<file path="src/rtl/div_if.sv">
// -----------------------------------------------------------------------------
// div_if -- execute-stage <-> divider handshake bundle.
//
// Signals
//   signed_div_i  1 = signed division, 0 = unsigned
//   opdata1_i     32-bit dividend
//   opdata2_i     32-bit divisor
//   start_i       request; held high until ready_o is seen, then dropped
//   annul_i       flush of the division in progress
//   result_o      {remainder[31:0], quotient[31:0]} (HI, LO)
//   ready_o       result_o valid
//
// Modports
//   master  execute stage (drives operands and handshake)
//   slave   divider (drives result and ready)
// -----------------------------------------------------------------------------
interface div_if;
    logic        signed_div_i;
    logic [31:0] opdata1_i;
    logic [31:0] opdata2_i;
    logic        start_i;
    logic        annul_i;
    logic [63:0] result_o;
    logic        ready_o;

    modport master (
        output signed_div_i,
        output opdata1_i,
        output opdata2_i,
        output start_i,
        output annul_i,
        input  result_o,
        input  ready_o
    );

    modport slave (
        input  signed_div_i,
        input  opdata1_i,
        input  opdata2_i,
        input  start_i,
        input  annul_i,
        output result_o,
        output ready_o
    );
endinterface

</file>
<file path="src/rtl/div.sv">
// -----------------------------------------------------------------------------
// div -- 32-bit signed/unsigned restoring divider, one quotient bit per cycle.
//
// Ports
//   clk   rising-edge clock
//   rst   synchronous, active-high reset
//   bus   div_if.slave: operands, start/annul handshake, 64-bit result, ready
//
// Operation
//   FREE   waits for start_i (without annul_i); captures operand magnitudes,
//          signs and the signed flag.
//   BYZERO divisor was zero; result is forced to zero.
//   ON     32 restoring iterations, then sign fix-up.
//   END    presents result_o/ready_o while start_i stays high.
//   A dropped start_i or an annul_i in BYZERO/ON abandons the operation.
// -----------------------------------------------------------------------------
module div (
    input  logic clk,
    input  logic rst,
    div_if.slave bus
);

    typedef enum logic [1:0] {
        FREE   = 2'd0,
        BYZERO = 2'd1,
        ON     = 2'd2,
        END    = 2'd3
    } state_t;

    // State and datapath registers
    state_t      r_state;
    logic [5:0]  r_cnt;
    logic [64:0] r_sreg;      // {partial remainder, dividend/quotient, lsb}
    logic [31:0] r_divisor;   // |divisor|
    logic        r_sign1;     // dividend sign
    logic        r_sign2;     // divisor sign
    logic        r_signed;
    logic [63:0] r_fix;       // sign-corrected {remainder, quotient}
    logic [63:0] r_result;
    logic        r_ready;

    // Next-state values
    state_t      w_state_nxt;
    logic [5:0]  w_cnt_nxt;
    logic [64:0] w_sreg_nxt;
    logic [31:0] w_divisor_nxt;
    logic        w_sign1_nxt;
    logic        w_sign2_nxt;
    logic        w_signed_nxt;
    logic [63:0] w_fix_nxt;
    logic [63:0] w_result_nxt;
    logic        w_ready_nxt;

    // Combinational helpers
    logic        w_go;
    logic [31:0] w_abs1;
    logic [31:0] w_abs2;
    logic [32:0] w_diff;
    logic [64:0] w_step;
    logic [31:0] w_quot;
    logic [31:0] w_rem;

    assign w_go = bus.start_i && !bus.annul_i;

    assign w_abs1 = (bus.signed_div_i && bus.opdata1_i[31]) ? (~bus.opdata1_i + 32'd1)
                                                            : bus.opdata1_i;
    assign w_abs2 = (bus.signed_div_i && bus.opdata2_i[31]) ? (~bus.opdata2_i + 32'd1)
                                                            : bus.opdata2_i;

    // One restoring step: subtract if the partial remainder allows it.
    assign w_diff = r_sreg[64:32] - {1'b0, r_divisor};
    assign w_step = w_diff[32] ? {r_sreg[63:0], 1'b0}
                               : {w_diff[31:0], r_sreg[31:0], 1'b1};

    assign w_quot = (r_signed && (r_sign1 ^ r_sign2)) ? (~r_sreg[31:0] + 32'd1)
                                                      : r_sreg[31:0];
    assign w_rem  = (r_signed && r_sign1) ? (~r_sreg[64:33] + 32'd1)
                                          : r_sreg[64:33];

    assign bus.result_o = r_result;
    assign bus.ready_o  = r_ready;

    // State and datapath register
    always_ff @(posedge clk) begin
        if (rst) begin
            r_state   <= FREE;
            r_cnt     <= '0;
            r_sreg    <= '0;
            r_divisor <= '0;
            r_sign1   <= 1'b0;
            r_sign2   <= 1'b0;
            r_signed  <= 1'b0;
            r_fix     <= '0;
            r_result  <= '0;
            r_ready   <= 1'b0;
        end else begin
            r_state   <= w_state_nxt;
            r_cnt     <= w_cnt_nxt;
            r_sreg    <= w_sreg_nxt;
            r_divisor <= w_divisor_nxt;
            r_sign1   <= w_sign1_nxt;
            r_sign2   <= w_sign2_nxt;
            r_signed  <= w_signed_nxt;
            r_fix     <= w_fix_nxt;
            r_result  <= w_result_nxt;
            r_ready   <= w_ready_nxt;
        end
    end

    // Next-state logic
    always_comb begin
        w_state_nxt = r_state;
        case (r_state)
            FREE: begin
                if (w_go) begin
                    w_state_nxt = (bus.opdata2_i == 32'd0) ? BYZERO : ON;
                end
            end
            BYZERO: begin
                w_state_nxt = w_go ? END : FREE;
            end
            ON: begin
                if (!w_go) begin
                    w_state_nxt = FREE;
                end else if (r_cnt == 6'd32) begin
                    w_state_nxt = END;
                end
            end
            END: begin
                if (!bus.start_i) begin
                    w_state_nxt = FREE;
                end
            end
            default: w_state_nxt = FREE;
        endcase
    end

    // Datapath / output logic.
    // The fixed-up result is parked in r_fix on entry to END and is only
    // published on the following edge, so ready_o lags END entry by one cycle
    // (34 edges for a real division, 2 for a zero divisor).
    always_comb begin
        w_cnt_nxt     = r_cnt;
        w_sreg_nxt    = r_sreg;
        w_divisor_nxt = r_divisor;
        w_sign1_nxt   = r_sign1;
        w_sign2_nxt   = r_sign2;
        w_signed_nxt  = r_signed;
        w_fix_nxt     = r_fix;
        w_result_nxt  = r_result;
        w_ready_nxt   = r_ready;
        case (r_state)
            FREE: begin
                w_result_nxt = '0;
                w_ready_nxt  = 1'b0;
                if (w_go) begin
                    w_cnt_nxt     = '0;
                    w_sreg_nxt    = {32'd0, w_abs1, 1'b0};
                    w_divisor_nxt = w_abs2;
                    w_sign1_nxt   = bus.opdata1_i[31];
                    w_sign2_nxt   = bus.opdata2_i[31];
                    w_signed_nxt  = bus.signed_div_i;
                end
            end
            BYZERO: begin
                w_result_nxt = '0;
                w_ready_nxt  = 1'b0;
                if (w_go) begin
                    w_fix_nxt = '0;
                end
            end
            ON: begin
                w_result_nxt = '0;
                w_ready_nxt  = 1'b0;
                if (w_go) begin
                    if (r_cnt != 6'd32) begin
                        w_sreg_nxt = w_step;
                        w_cnt_nxt  = r_cnt + 6'd1;
                    end else begin
                        w_fix_nxt = {w_rem, w_quot};
                    end
                end
            end
            END: begin
                if (bus.start_i) begin
                    w_result_nxt = r_fix;
                    w_ready_nxt  = 1'b1;
                end else begin
                    w_result_nxt = '0;
                    w_ready_nxt  = 1'b0;
                end
            end
            default: begin
                w_result_nxt = '0;
                w_ready_nxt  = 1'b0;
            end
        endcase
    end

endmodule
</file>
<file path="src/flat_wrapper.sv">
// flat-port wrapper written by rule: the top's interface ports become plain ports
module div_flat 
  (clk, rst, bus_signed_div_i, bus_opdata1_i, bus_opdata2_i, bus_start_i, bus_annul_i, bus_result_o, bus_ready_o);
  div_if bus_i ();
  input  logic clk;
  input  logic rst;
  input wire logic [$bits(bus_i.signed_div_i)-1:0] bus_signed_div_i;
  input wire logic [$bits(bus_i.opdata1_i)-1:0] bus_opdata1_i;
  input wire logic [$bits(bus_i.opdata2_i)-1:0] bus_opdata2_i;
  input wire logic [$bits(bus_i.start_i)-1:0] bus_start_i;
  input wire logic [$bits(bus_i.annul_i)-1:0] bus_annul_i;
  output wire logic [$bits(bus_i.result_o)-1:0] bus_result_o;
  output wire logic [$bits(bus_i.ready_o)-1:0] bus_ready_o;
  assign bus_i.signed_div_i = bus_signed_div_i;
  assign bus_i.opdata1_i = bus_opdata1_i;
  assign bus_i.opdata2_i = bus_opdata2_i;
  assign bus_i.start_i = bus_start_i;
  assign bus_i.annul_i = bus_annul_i;
  assign bus_result_o = bus_i.result_o;
  assign bus_ready_o = bus_i.ready_o;
  div u_core (.clk(clk), .rst(rst), .bus(bus_i));
endmodule
</file>
<file path="config.mk">
export PLATFORM = sky130hd
export DESIGN_NAME = div_flat
export DESIGN_NICKNAME = d
export VERILOG_FILES = /design/src/rtl/div_if.sv /design/src/rtl/div.sv /design/src/flat_wrapper.sv
export SDC_FILE = /design/constraint.sdc
export NUM_CORES = 1
export LEC_CHECK = 0
export ABC_AREA = 1
export BUFFER_PORTS_ARGS = -buffer_cell sky130_fd_sc_hd__buf_2
export CAP_MARGIN = 20
export CORE_ASPECT_RATIO = 1.1
export CORE_MARGIN = 2
export CORE_UTILIZATION = 25
export DETAILED_ROUTE_END_ITERATION = 6
export GPL_ROUTABILITY_DRIVEN = 0
export PLACE_DENSITY = 0.43
export REMOVE_ABC_BUFFERS = 1
export SYNTH_ARGS = -nofsm -noshare
export SYNTH_HDL_FRONTEND = slang
export SYNTH_SLANG_ARGS = --single-unit
</file>
<file path="constraint.sdc">
create_clock -name clk -period 4.7 [get_ports clk]
set_input_delay 0.47 -clock clk [delete_from_list [all_inputs] [get_ports clk]]
set_output_delay 0.47 -clock clk [all_outputs]
set_load 0.005 [all_outputs]
</file>
# == Word-level counts from Yosys, hierarchy flattened ==
# Index checks and enable logic that the tools add are counted.
# op_classes
addsub,6
eq_ne,12
mux,28
n_bitwise,5
n_reduce_logical,15
# op_table
op,count
$mux 65,4
$mux 64,4
$pmux 64 s2,2
$pmux 65 s2,1
$add 32x1->32 const B,4
$mux 32,4
$not 32->32,4
$sub 33x32->33,1
$logic_not 32->1,1
$mux 6,3
$mux 2,6
$pmux 6 s2,1
$ne 2x1->1 const B,4
$pmux 2 s4,1
$reduce_and 4->1,2
$add 6x1->6 const B,1
$eq 6x6->1 const B,1
$ne 6x6->1 const B,1
$logic_and 1x1->1,5
$eq 2x2->1 const B,2
$ne 2x2->1 const B,2
$reduce_bool 2->1,2
$ne 3x3->1 const B,1
$reduce_and 3->1,1
8 further kinds,8
# word_totals
reg_bits,237
output_inout_bits,65
elab_cells,76
in_bits,69

# == Depth between registers and ports, before layout ==
# Gate-level depths: netlist of run 1.
# depth
ltp_word,6
mapped_depth,18
mapped_depth_nobuf,17

# == Worst setup path before layout of run 1 ==
# No wires, ideal clock.
# synth_timing
path_type,flip-flop to flip-flop
from,register u_core.r_sreg[32]
to,register u_core.r_sreg[40]
path_stages_with_launch,19
period_less_slack_ns,2.203
arrival_time_ns,2.061
setup_time_ns,0.142
path_buffers,1
required_time_ns,4.558
path_slack_ns,2.497
path_cell_list,dfxtp_1 inv_1 ha_1 fa_1 inv_1 nand2_1 nand2_1 nand3_1 nand2_2 nand2_2 nand2_2 nand2_4 nand2_4 nand2_4 nand2_4 buf_6 nand2_2 nand3_2 a21oi_2
# synth_between
elab_chain_cells,5
# synth_lines
element,line_no,rtl
start: declaration,div.sv:33,logic [64:0] r_sreg;
start signal: assignment,div.sv:99,r_sreg <= w_sreg_nxt;
$sub 33x32->33,div.sv:71,"assign w_diff = r_sreg[64:32] - {1'b0, r_divisor};"
$mux 65,div.sv:72,"assign w_step = w_diff[32] ? {r_sreg[63:0], 1'b0}"
$mux 65,div.sv:176,if (r_cnt != 6'd32) begin
$mux 65,div.sv:175,if (w_go) begin
$pmux 65 s2,div.sv:152,case (r_state)
# Every way passes these cells. The select of a mux whose other input is x is not followed.
# A chain may end at the register's enable or synchronous reset.

# == Worst setup path after layout of run 1 ==
# layout_timing
from,register u_core.r_cnt[0]
to,register u_core.r_sreg[8]
# layout_between
elab_chain_cells,3
# layout_lines
element,line_no,rtl
start: declaration,div.sv:32,logic [5:0] r_cnt;
start signal: assignment,div.sv:98,r_cnt <= w_cnt_nxt;
$ne 6x6->1,div.sv:176,
$ne 2x1->1 (no source line),n/a,
$reduce_and 4->1 (no source line),n/a,
# Every way passes these cells.

==> run metrics, run 1 <==
CP top delay family buffers and inverters; Vias 15300; global-route wire length before repair 78700 microns; Period Utilization, post-route 62.7%; worst min path class input pin to flip-flop; clk slew on worst S/H paths 0.06 ns; Worst Clk Skew 0.0291 ns; FP Rows 94; IO Pins 134; #FFs+latches synth 237; initial antenna violation count 3; Total Wirelength 50100 microns; fillers 6708; Sink Count 237; Worst VDD drop 0.201 mV; CTS root buffer clkbuf_16; Total Nets Final 2644; input/output buffers 133; worst-path cell chain inv_1 -> ha_1 -> nand3_1 -> o21ai_2 -> nor2_4 -> buf_4 -> inv_2 -> nand2_1 -> buf_4 -> inv_2 -> buf_4 -> a221oi_1; die width 238 microns; minimum clock period 2.95 ns; worst slew pin tran 0.986 ns; grt total ovfl 0; max_slew headroom 34.2%; Final setup viols 0; Core Util, Final 29.3%; CTS H-tree lvls 1; slowest stage cell on the critical path dfxtp_1; Setup Buffers After CTS 0; worst slack at placement 1.60 ns; antenna viol nets, final 0; vias in the first global route 14300; commonest non-fill, non-tap cell in the layout nand2_1; final hold violations 0; Syn. warnings 0; Final HPWL DP 39300 microns; Post-CTS Resized 0; vias per cell 4.61; fraction of layout cells with a size suffix above 1 11.7%; CP max FO 40; Total Routing Usage GR 15.8%; Pwr per Cell Area 408 nW/um^2; worst path buffer plus inverter count 6; f_max 339 MHz; drc violations 0; area delta synth->final 16.4%; full die area 62100 sq um; 1st-iter DRT viols 946; setup ws final 1.75 ns; Worst EP arrival 3.43 ns; Leak 8.08 nW; Avg WL per Cell 15.1 microns; crit end category flip-flop; most frequent cells in the layout nand2_1, inv_1, nor2_1; Longest Clk Path Bufs 3; syn_area_per_cell 6.17 sq um; Die Y 261 microns; CTS Hold Buffers Added 0; CTS Buf Count 30; library cells used by synthesis 49; cell mode on critical path buf_4; required time of the critical path 5.18 ns; largest net degree at the start of global routing 84; outcome finished clean; Setup Total Neg Slack 0 ns; core box area 59600 sq um; RSZ-0062 raised after global routing false; Initial Utilization 25.2%; CP max stage delay 0.40 ns; DR pass1 iterations 5; Clock Latency Late Sink 0.58 ns; synthesized cell area 15000 sq um; Crit Path Category flip-flop to flip-flop; Max-cap violations 0; Syn Inst Count 2436; clock tree from TritonCTS yes; Final Max Slew Viols 0; Critical Path Start Type flip-flop; sequential area share after synthesis 31.6%; R2R setup slack 1.75 ns
[path summary, 6_finish.rpt]
| path | startpoint | endpoint | cells after the start |
|---|---|---|---|
| hold reg to reg | u_core.r_fix[29] | u_core.bus.result_o[29] | 2 |
| setup / recovery | u_core.r_cnt[0] | u_core.r_sreg[8] | 12 |
| setup reg to reg | u_core.r_cnt[0] | u_core.r_sreg[8] | 12 |
| hold / removal | bus_opdata2_i[31] | u_core.r_sign2 | 3 |
[cells in the mapped netlist (all sizes together)]
cell type | instances | share of area, %
ha | 43 | 3.6
nand2 | 664 | 17
inv | 381 | 9.5
buf | 26 | 0.96
o21ai | 111 | 3.7
a21boi | 3 | 0.15
clkinv | 2 | 0.050
and2 | 4 | 0.17
o31ai | 1 | 0.050
nor3b | 4 | 0.20
o221ai | 3 | 0.17
o211ai | 10 | 0.50
nor3 | 33 | 1.2
a21oi | 225 | 7.9
a21o | 2 | 0.10
fa | 1 | 0.13
xor2 | 31 | 1.8
nor2 | 258 | 6.6
o22ai | 1 | 0.042
nand3 | 246 | 8.6
a211oi | 1 | 0.050
dfxtp | 237 | 32
nand3b | 13 | 0.65
nor4 | 1 | 0.042
or2 | 14 | 0.58
o21bai | 6 | 0.30
clkbuf | 60 | 1.5
a31oi | 4 | 0.17
xnor2 | 14 | 0.82
nand4 | 32 | 1.3
a221oi | 2 | 0.12
o21a | 3 | 0.15
[kinds of logic after synthesis]
kind of cell / synth area share (%)
buffers and inverters: 12.0
flip-flops: 31.6
adder cells (fa/ha/maj): 3.71
AND/OR/NAND/NOR: 36.7
AO/OA/AOI/OAI: 13.4
XOR/XNOR: 2.62
[through the flow]
step                      instances  cell area (sq um)  hold WS, ns  total power, W
after floorplan                2350              14700        0.408         0.00396
after global placement         3266              16400        0.420         0.00472
after detailed placement       3267              16400        0.419         0.00474
after CTS                      3323              17500        0.176         0.00721
after global routing           3326              17500        0.206         0.00763
final                          3326              17500        0.225         0.00713
[layer usage]
layer | vias to the layer above | GRT usage [%] | part of all wire [%]
met5 | - | 0 | 0
met4 | 0 | 4.49 | 2.0
met3 | 55 | 1.62 | 4.0
met2 | 307 | 26.0 | 45
met1 | 7030 | 21.9 | 49
li1 | 7944 | - | -
[sequential cells by signal, summed over array words and instances, names as in the netlist]
| register | flops |
|---|---|
| u_core.r_sign2 | 1 |
| u_core.r_fix | 64 |
| u_core.r_sreg | 65 |
| u_core.r_sign1 | 1 |
| u_core.r_state | 2 |
| u_core.bus.result_o | 64 |
| u_core.r_divisor | 32 |
| u_core.r_cnt | 6 |
| u_core.bus.ready_o | 1 |
| u_core.r_signed | 1 |
[worst reg2reg max path, delay by kind of cell (launching register included)]
family	cells	cell delay [ns]
DFF	1	0.40
buffers and inverters	6	1.56
and+or+nand+nor	3	0.25
adders and majority gates	1	0.21
AOI/OAI and AO/OA	2	0.43
[final cells by class]
class | instances | area, sq um | share of cell area (%)
diodes | 3 | 7.51 | 0.0429
clock buffers | 36 | 813 | 4.65
clock inverters | 20 | 233 | 1.33
inverters | 383 | 1440 | 8.22
multi-input cells | 1730 | 8500 | 48.6
flip-flops and latches | 237 | 4740 | 27.1
well taps | 768 | 961 | 5.49
repair buffers | 149 | 801 | 4.58
[power by group]
group	switching [W]	total, W	internal [W]
Sequential	0.000150	0.00231	0.00216
Combinational	0.00169	0.00240	0.000705
Clock	0.000965	0.00242	0.00146
Power figures use the tool's default switching activity.
==> run 2, diff against run 1 <==
Settings changed: ABC_AREA 1 to 0, PLACE_DENSITY 0.43 to 0.45.
Clock period 4.7 ns to 2.55 ns, I/O delays scaled along.
==> run 2 against run 1 <==
Largest cell class unchanged. Critical path type unchanged. Sequential share of layout area is 0.18 points higher. The run now ends with setup timing left. Global-route usage down 1.2 points. Hold slack got worse by 0.19 ns. Clock-buffer cell count did not move.
==> run metrics, run 2 <==
setup ws final -0.368 ns (was 1.75 ns); Avg WL per Cell 15.1 microns (about the same); final instance area 17400 sq um (was 17500 sq um); vias per cell 4.56 (was 4.61); Initial Utilization 25.3% (was 25.2%); RSZ-0062 raised after global routing true (was false); global-route wire length before repair 62000 microns (was 78700 microns); Vias 11800 (was 15300); worst reg2reg endpoint u_core.r_fix[21] (was u_core.r_sreg[8]); clock tree from TritonCTS yes (unchanged); input/output buffers 133 (unchanged); syn_area_per_cell 8.01 sq um (was 6.17 sq um); crit end category flip-flop (unchanged); Total Wirelength 38900 microns (was 50100 microns); worst-path cell chain or4_4 -> or3_4 -> or4_4 -> or4b_4 -> buf_12 -> o41ai_4 -> xor2_1 -> o21ai_1 (was inv_1 -> ha_1 -> nand3_1 -> o21ai_2 -> nor2_4 -> buf_4 -> inv_2 -> nand2_1 -> buf_4 -> inv_2 -> buf_4 -> a221oi_1); Pwr per Cell Area 761 nW/um^2 (was 408 nW/um^2); Longest Clk Path Bufs 3 (unchanged); grt total ovfl 0 (unchanged); area of the multi-input gates 7940 sq um (was 8500 sq um); worst path buffer plus inverter count 1 (was 6); Syn Inst Count 1581 (was 2436); commonest non-fill, non-tap cell in the layout dfxtp_1 (was nand2_1); #FFs+latches synth 237 (unchanged); DR pass1 iterations 5 (unchanged); CP top delay family simple AND/OR/NAND/NOR gates (was buffers and inverters); sequential area share after synthesis 37.4% (was 31.6%); worst slew pin tran 0.851 ns (was 0.986 ns); full die area 52500 sq um (was 62100 sq um); hold path depth 3 (unchanged); Worst Hold Path EP u_core.r_sreg[1] (was u_core.r_sign2); diode count 0 (was 3); drc violations 0 (unchanged); Setup Total Neg Slack -3.34 ns (was 0 ns); placed cell areas 15500 sq um (was 16400 sq um); Final HPWL DP 29100 microns (was 39300 microns); antenna viol nets, final 0 (unchanged); Worst EP arrival 3.38 ns (was 3.43 ns); Total Nets Final 2009 (was 2644); R2R setup slack -0.37 ns (was 1.75 ns); Hold Startpoint bus_opdata1_i[0] (was bus_opdata2_i[31]); worst slack at placement -0.605 ns (was 1.60 ns); Area contributors post-synth dfxtp_1, nand2_1, xor2_1 (was dfxtp_1, nand2_1, inv_1); PnR Total Power 0.0133 W (was 0.00713 W); minimum clock period 2.92 ns (was 2.95 ns); most frequent cell after synthesis dfxtp_1 (was nand2_1); vias in the first global route 11400 (was 14300); most frequent cells in the layout dfxtp_1, buf_4, nand2_1 (was nand2_1, inv_1, nor2_1); CTS Buf Count 29 (was 30); Critical Path Start Type flip-flop (unchanged); failing checks setup timing; CP max stage delay 0.56 ns (was 0.40 ns); f_max 343 MHz (was 339 MHz); number of synthesized flops with an enable pin 0 (unchanged); Syn. warnings 0 (unchanged); Die Y 240 microns (was 261 microns); Leak 7.07 nW (was 8.08 nW); initial antenna violation count 0 (was 3); 1st-iter DRT viols 515 (was 946); core box area 50000 sq um (was 59600 sq um); max FFs per register 65 (unchanged); Final Max Slew Viols 0 (unchanged); Sink Count 237 (unchanged); clk slew on worst S/H paths 0.06 ns (about the same); area delta synth->final 37.6% (was 16.4%); Synth area leader dfxtp_1 (unchanged); outcome complete, but fails checks (was finished clean); library cells used by synthesis 63 (was 49); IO Pins 134 (unchanged); Worst Clk Skew 0.0348 ns (was 0.0291 ns); fillers 5224 (was 6708); final hold violations 0 (unchanged); Period Utilization, post-route 114% (was 62.7%); CTS H-tree lvls 1 (unchanged); slowest stage cell on the critical path or4b_4 (was dfxtp_1); largest net degree at the start of global routing 63 (was 84); synthesized cell area 12700 sq um (was 15000 sq um); Max-cap violations 0 (unchanged); Final setup viols 28 (was 0); FP Rows 86 (was 94); Crit Path Category flip-flop to flip-flop (unchanged); Worst VDD drop 0.550 mV (was 0.201 mV); r2r startpoint u_core.r_sreg[7] (was u_core.r_cnt[0]); Main synth FF type dfxtp_1 (unchanged); post-synth top area share 37.4% (was 31.6%); top post-synthesis cells by count dfxtp_1, nand2_1, nor2_1 (was nand2_1, inv_1, nor2_1); register area 4760 sq um (was 4740 sq um); die width 219 microns (was 238 microns); CTS root buffer clkbuf_16 (unchanged); max_slew headroom 43.3% (was 34.2%); worst min path class input pin to flip-flop (unchanged); Async S/R FF share, synth 0% (unchanged); Clock Latency Late Sink 0.58 ns (about the same); CP max FO 3 (was 40); Total Routing Usage GR 14.6% (was 15.8%); Largest Register u_core.r_sreg (unchanged); fraction of layout cells with a size suffix above 1 28.3% (was 11.7%); cell mode on critical path or4_4 (was buf_4); Reg2Reg Depth 8 (was 12); required time of the critical path 3.01 ns (was 5.18 ns)
## run 2: cell types whose count changed in the layout (fill, tap and decap cells not counted), moves of 36 or more
cell	before	now
nor2_1	252	148
and2_1	4	70
a211oi_1	1	37
xor2_1	31	73
a21oi_1	212	93
a22oi_1	0	39
buf_4	16	217
nand2_1	636	197
nand3_1	234	11
xnor2_1	14	69
inv_1	359	66
## run 2: layout make-up
type / count / share of cell area, %
inverter: 68 / 1.46
sequential: 237 / 27.3
timing repair buffer: 377 / 15.6
clock buffer: 36 / 4.43
multi-input combinational: 1183 / 45.5
tap: 660 / 4.74
clock inverter: 18 / 0.926
## run 2: logic make-up (layout without fill, tap and decap cells)
logic type | Yosys count | after routing | share of synthesized area (%)
AO/OA/AOI/OAI | 424 | 424 | 21.0
XOR/XNOR | 146 | 146 | 10.1
adder cells (fa/ha/maj) | 44 | 44 | 4.40
buffers and inverters | 161 | 499 | 4.85
flip-flops | 237 | 237 | 37.4
multiplexers | 19 | 19 | 1.50
AND/OR/NAND/NOR | 550 | 550 | 20.7
## run 2: worst max-delay path by stage
stage	depth (start not counted)	start	slack, ns	endpoint
6_report	8	u_core.r_sreg[7]	-0.37	u_core.r_fix[21]
5_1_grt	8	u_core.r_sreg[7]	-0.47	u_core.r_fix[31]
4_1_cts	8	u_core.r_sreg[7]	-0.35	u_core.r_fix[21]
3_5_place_dp	11	bus_opdata2_i[0]	-0.60	u_core.r_state[1]
3_3_place_gp	11	bus_opdata2_i[0]	-0.57	u_core.r_state[1]
2_1_floorplan	6	u_core.r_state[0]	-2.11	u_core.r_fix[31]
## run 2: per-layer routing
metal	share of wire, %	vias to the layer above	GRT usage, %
met5	0	-	0
met4	2.4	0	4.26
met3	3.2	50	2.05
met2	45	153	23.1
met1	50	5421	20.5
li1	-	6142	-
## run 2: timing repair
action,4_1_cts,5_1_grt
setup endpoints to repair,49,67
hold endpoints to repair,8,0
pin swaps,36,46
gates resized for setup,101,77
setup buffers,21,8
hold buffers,6,0
gates cloned,4,0
## run 2: stage by stage
step	util, %	hold WS [ns]	std cells
3_3_place_gp	30.9	0.432	2489
5_1_grt	34.8	0.0175	2579
4_1_cts	34.0	0.00269	2573
6_report	34.8	0.0345	2579
2_1_floorplan	-	0.324	1488
3_5_place_dp	30.9	0.437	2489
## run 2: worst reg2reg max path, stage by stage, from the launching register on
cell and delay (ns):
dfxtp_2 0.32, or4_4 0.53, or3_4 0.34, or4_4 0.43
or4b_4 0.56, buf_12 0.16, o41ai_4 0.20, xor2_1 0.18
o21ai_1 0.07
## run 2: where the power goes
group | switching, W | internal [W] | leakage, nW
Sequential | 0.000236 | 0.00395 | 1.92
Clock | 0.00173 | 0.00236 | 0.460
Combinational | 0.00268 | 0.00230 | 4.69
Total | 0.00464 | 0.00862 | 7.07
==> run 3, diff against run 2 <==
Settings changed: CORE_UTILIZATION 25 to 45, PLACE_DENSITY 0.45 to unset, PLACE_DENSITY_LB_ADDON set to 0.1.
==> run 3 against run 2 <==
The run still ends with setup timing left. Cell area down 4.0%. Die area down 44%. Setup slack gained 0.028 ns. First-iteration DRC count is 37% higher. Sequential share of layout area is 1.2 points higher. Combinational power down 5.2%. Power fell by 3.6%. Final cell count down 13%. Core utilization rose by 25 points. Clock skew shrank 0.024 ns. Register-to-register slack better by 0.03 ns. Hold slack improved by 0.0016 ns. Critical endpoint unchanged. Largest cell class unchanged. Highest routed layer unchanged.
==> run metrics, run 3 (synthesis results as in run 2) <==
worst-path cell chain or4_4 -> or3_4 -> or4_4 -> or4b_4 -> buf_12 -> o41ai_4 -> xor2_1 -> o21ai_1 (unchanged); Final Max Slew Viols 0 (unchanged); Crit path depth 8 (unchanged); Total Routing Usage GR 22.8% (was 14.6%); worst path buffer plus inverter count 1 (unchanged); sequential power share 32.8% (was 31.6%); Worst Hold Path EP u_core.r_divisor[15] (was u_core.r_sreg[1]); GRT met1 Usage 33.7% (was 20.5%); grt total ovfl 0 (unchanged); largest net degree at the start of global routing 96 (was 63); Crit Path Category flip-flop to flip-flop (unchanged); max_slew headroom 46.8% (was 43.3%); GR Util met3 2.88% (was 2.05%); fin cells 2240 (was 2579); worst slack at placement -0.579 ns (was -0.605 ns); CP max FO 3 (unchanged); vias in the first global route 11000 (was 11400); gr busiest metal met2 (unchanged); Critical Path Start Type flip-flop (unchanged); DR pass1 iterations 5 (unchanged); Final setup viols 24 (was 28); failing checks setup timing (unchanged); Setup Total Neg Slack -2.83 ns (was -3.34 ns); crit end category flip-flop (unchanged); initial antenna violation count 0 (unchanged); Worst VDD drop 0.472 mV (was 0.550 mV); worst reg2reg endpoint u_core.r_fix[21] (unchanged); Total Wirelength 34200 microns (was 38900 microns); outcome complete, but fails checks (unchanged); drc violations 0 (unchanged); Comb pwr share 36.9% (was 37.5%); R2R setup slack -0.34 ns (was -0.37 ns); Period Utilization, post-route 113% (was 114%); Die Y 180 microns (was 240 microns); Sw Pwr 0.00434 W (was 0.00464 W); Initial Utilization 45.6% (was 25.3%); minimum clock period 2.89 ns (was 2.92 ns); Max-cap violations 0 (unchanged); r2r startpoint u_core.r_sreg[7] (unchanged); CTS Buf Count 25 (was 29); die width 164 microns (was 219 microns); antenna viol nets, final 0 (unchanged); clock share of power 30.3% (was 30.9%); Avg WL per Cell 15.3 microns (was 15.1 microns); vias per cell 5.25 (was 4.56); f_max 346 MHz (was 343 MHz); commonest non-fill, non-tap cell in the layout dfxtp_1 (unchanged); CP max stage delay 0.55 ns (was 0.56 ns); Cells after DPL 2175 (was 2489); core box area 27800 sq um (was 50000 sq um); fraction of layout cells with a size suffix above 1 27.2% (was 28.3%); Sink Count 237 (unchanged); worst min path class input pin to flip-flop (unchanged); Pwr per Cell Area 764 nW/um^2 (was 761 nW/um^2); clock tree from TritonCTS yes (unchanged); input/output buffers 133 (unchanged); Largest Register u_core.r_sreg (unchanged); required time of the critical path 2.97 ns (was 3.01 ns); clk slew on worst S/H paths 0.06 ns (about the same); 1st-iter DRT viols 708 (was 515); Clock Latency Late Sink 0.53 ns (was 0.58 ns); Vias 11800 (about the same); fillers 2468 (was 5224); Worst Clk Skew 0.0112 ns (was 0.0348 ns); Final HPWL DP 24600 microns (was 29100 microns); Leak 6.87 nW (was 7.07 nW); worst slew pin tran 0.797 ns (was 0.851 ns); Worst EP arrival 3.31 ns (was 3.38 ns); final hold violations 0 (unchanged); Reg2Reg Depth 8 (unchanged); Longest Clk Path Bufs 3 (unchanged); grt met2 use 35.3% (was 23.1%); final hold slack 0.0361 ns (was 0.0345 ns); Internal Power 0.00845 W (was 0.00862 W); hold path depth 3 (unchanged); slowest stage cell on the critical path or4b_4 (unchanged); Total Nets Final 1972 (was 2009); full die area 29500 sq um (was 52500 sq um); Sw Share 33.9% (was 35.0%); IO Pins 134 (unchanged); cell mode on critical path or4_4 (unchanged); max FFs per register 65 (unchanged); Hold Startpoint bus_opdata2_i[15] (was bus_opdata1_i[0]); FP Rows 64 (was 86); RSZ-0062 raised after global routing true (unchanged); setup ws final -0.340 ns (was -0.368 ns); global-route wire length before repair 55800 microns (was 62000 microns); CP top delay family simple AND/OR/NAND/NOR gates (unchanged); most frequent cells in the layout dfxtp_1, nand2_1, buf_4 (was dfxtp_1, buf_4, nand2_1); CTS root buffer clkbuf_16 (unchanged); area delta synth->final 32.1% (was 37.6%); CTS H-tree lvls 1 (unchanged)
[run 3: cell count changes in the layout (fill, tap and decap cells not counted), sizes merged]
| cell | previous run | this run |
|---|---|---|
| bufinv | 2 | 5 |
| inv | 70 | 69 |
| clkinv | 11 | 6 |
| buf | 371 | 342 |
| clkbuf | 36 | 33 |
| clkinvlp | 3 | 0 |
| dlygate4sd3 | 6 | 1 |
| diode | 0 | 1 |
[run 3: how the worst max path moves through the flow]
stage	from	to	slack [ns]
6_report	u_core.r_sreg[7]	u_core.r_fix[21]	-0.34
5_1_grt	u_core.r_sreg[7]	u_core.r_fix[21]	-0.43
4_1_cts	u_core.r_sreg[7]	u_core.r_fix[31]	-0.35
3_5_place_dp	bus_opdata2_i[0]	u_core.r_state[0]	-0.58
3_3_place_gp	bus_opdata2_i[0]	u_core.r_state[1]	-0.52
2_1_floorplan	u_core.r_state[0]	u_core.r_fix[31]	-2.11
[run 3: area by class of cell]
cell class | instances | area [sq um] | share of cell area [%]
tap | 363 | 454 | 2.71
clock buffer | 32 | 672 | 4.01
clock inverter | 12 | 189 | 1.13
multi-input combinational | 1183 | 7960 | 47.6
inverter | 68 | 255 | 1.52
timing repair buffer | 344 | 2440 | 14.6
sequential | 237 | 4770 | 28.5
antenna | 1 | 2.50 | 0.0149
[run 3: power by group through the flow]
stage	Sequential, W	Combinational [W]	Clock (W)
global route	0.00423	0.00516	0.00413
CTS	0.00418	0.00446	0.00396
floorplan	0.00420	0.00246	0
detailed placement	0.00425	0.00407	0
global placement	0.00424	0.00403	0
finish	0.00419	0.00472	0.00387
[run 3: through the flow]
| step | power, W | instance area, sq um | utilization (%) |
|---|---|---|---|
| 2_1_floorplan | 0.00667 | 12300 | - |
| 3_3_place_gp | 0.00827 | 15000 | 53.8 |
| 3_5_place_dp | 0.00832 | 15000 | 53.8 |
| 4_1_cts | 0.0126 | 16300 | 58.7 |
| 5_1_grt | 0.0135 | 16700 | 60.2 |
| 6_report | 0.0128 | 16700 | 60.2 |
[run 3: metal layers]
metal,vias up,share of wire (%)
met5,-,0
met4,0,1.6
met3,40,5.0
met2,259,44
met1,5415,50
li1,6042,-
[run 3: repair_timing]
item	4_1_cts	5_1_grt
setup endpoints to repair	50	66
gates cloned	1	1
setup buffers	13	7
endpoints found under the hold margin	1	0
resized for setup	82	109
hold buffers	1	0
pin swaps	34	41
[run 3: worst min-delay path, cell delays in order]
cell      delay [ns]
buf_2           0.09
xnor2_1         0.11
a211oi_1        0.06
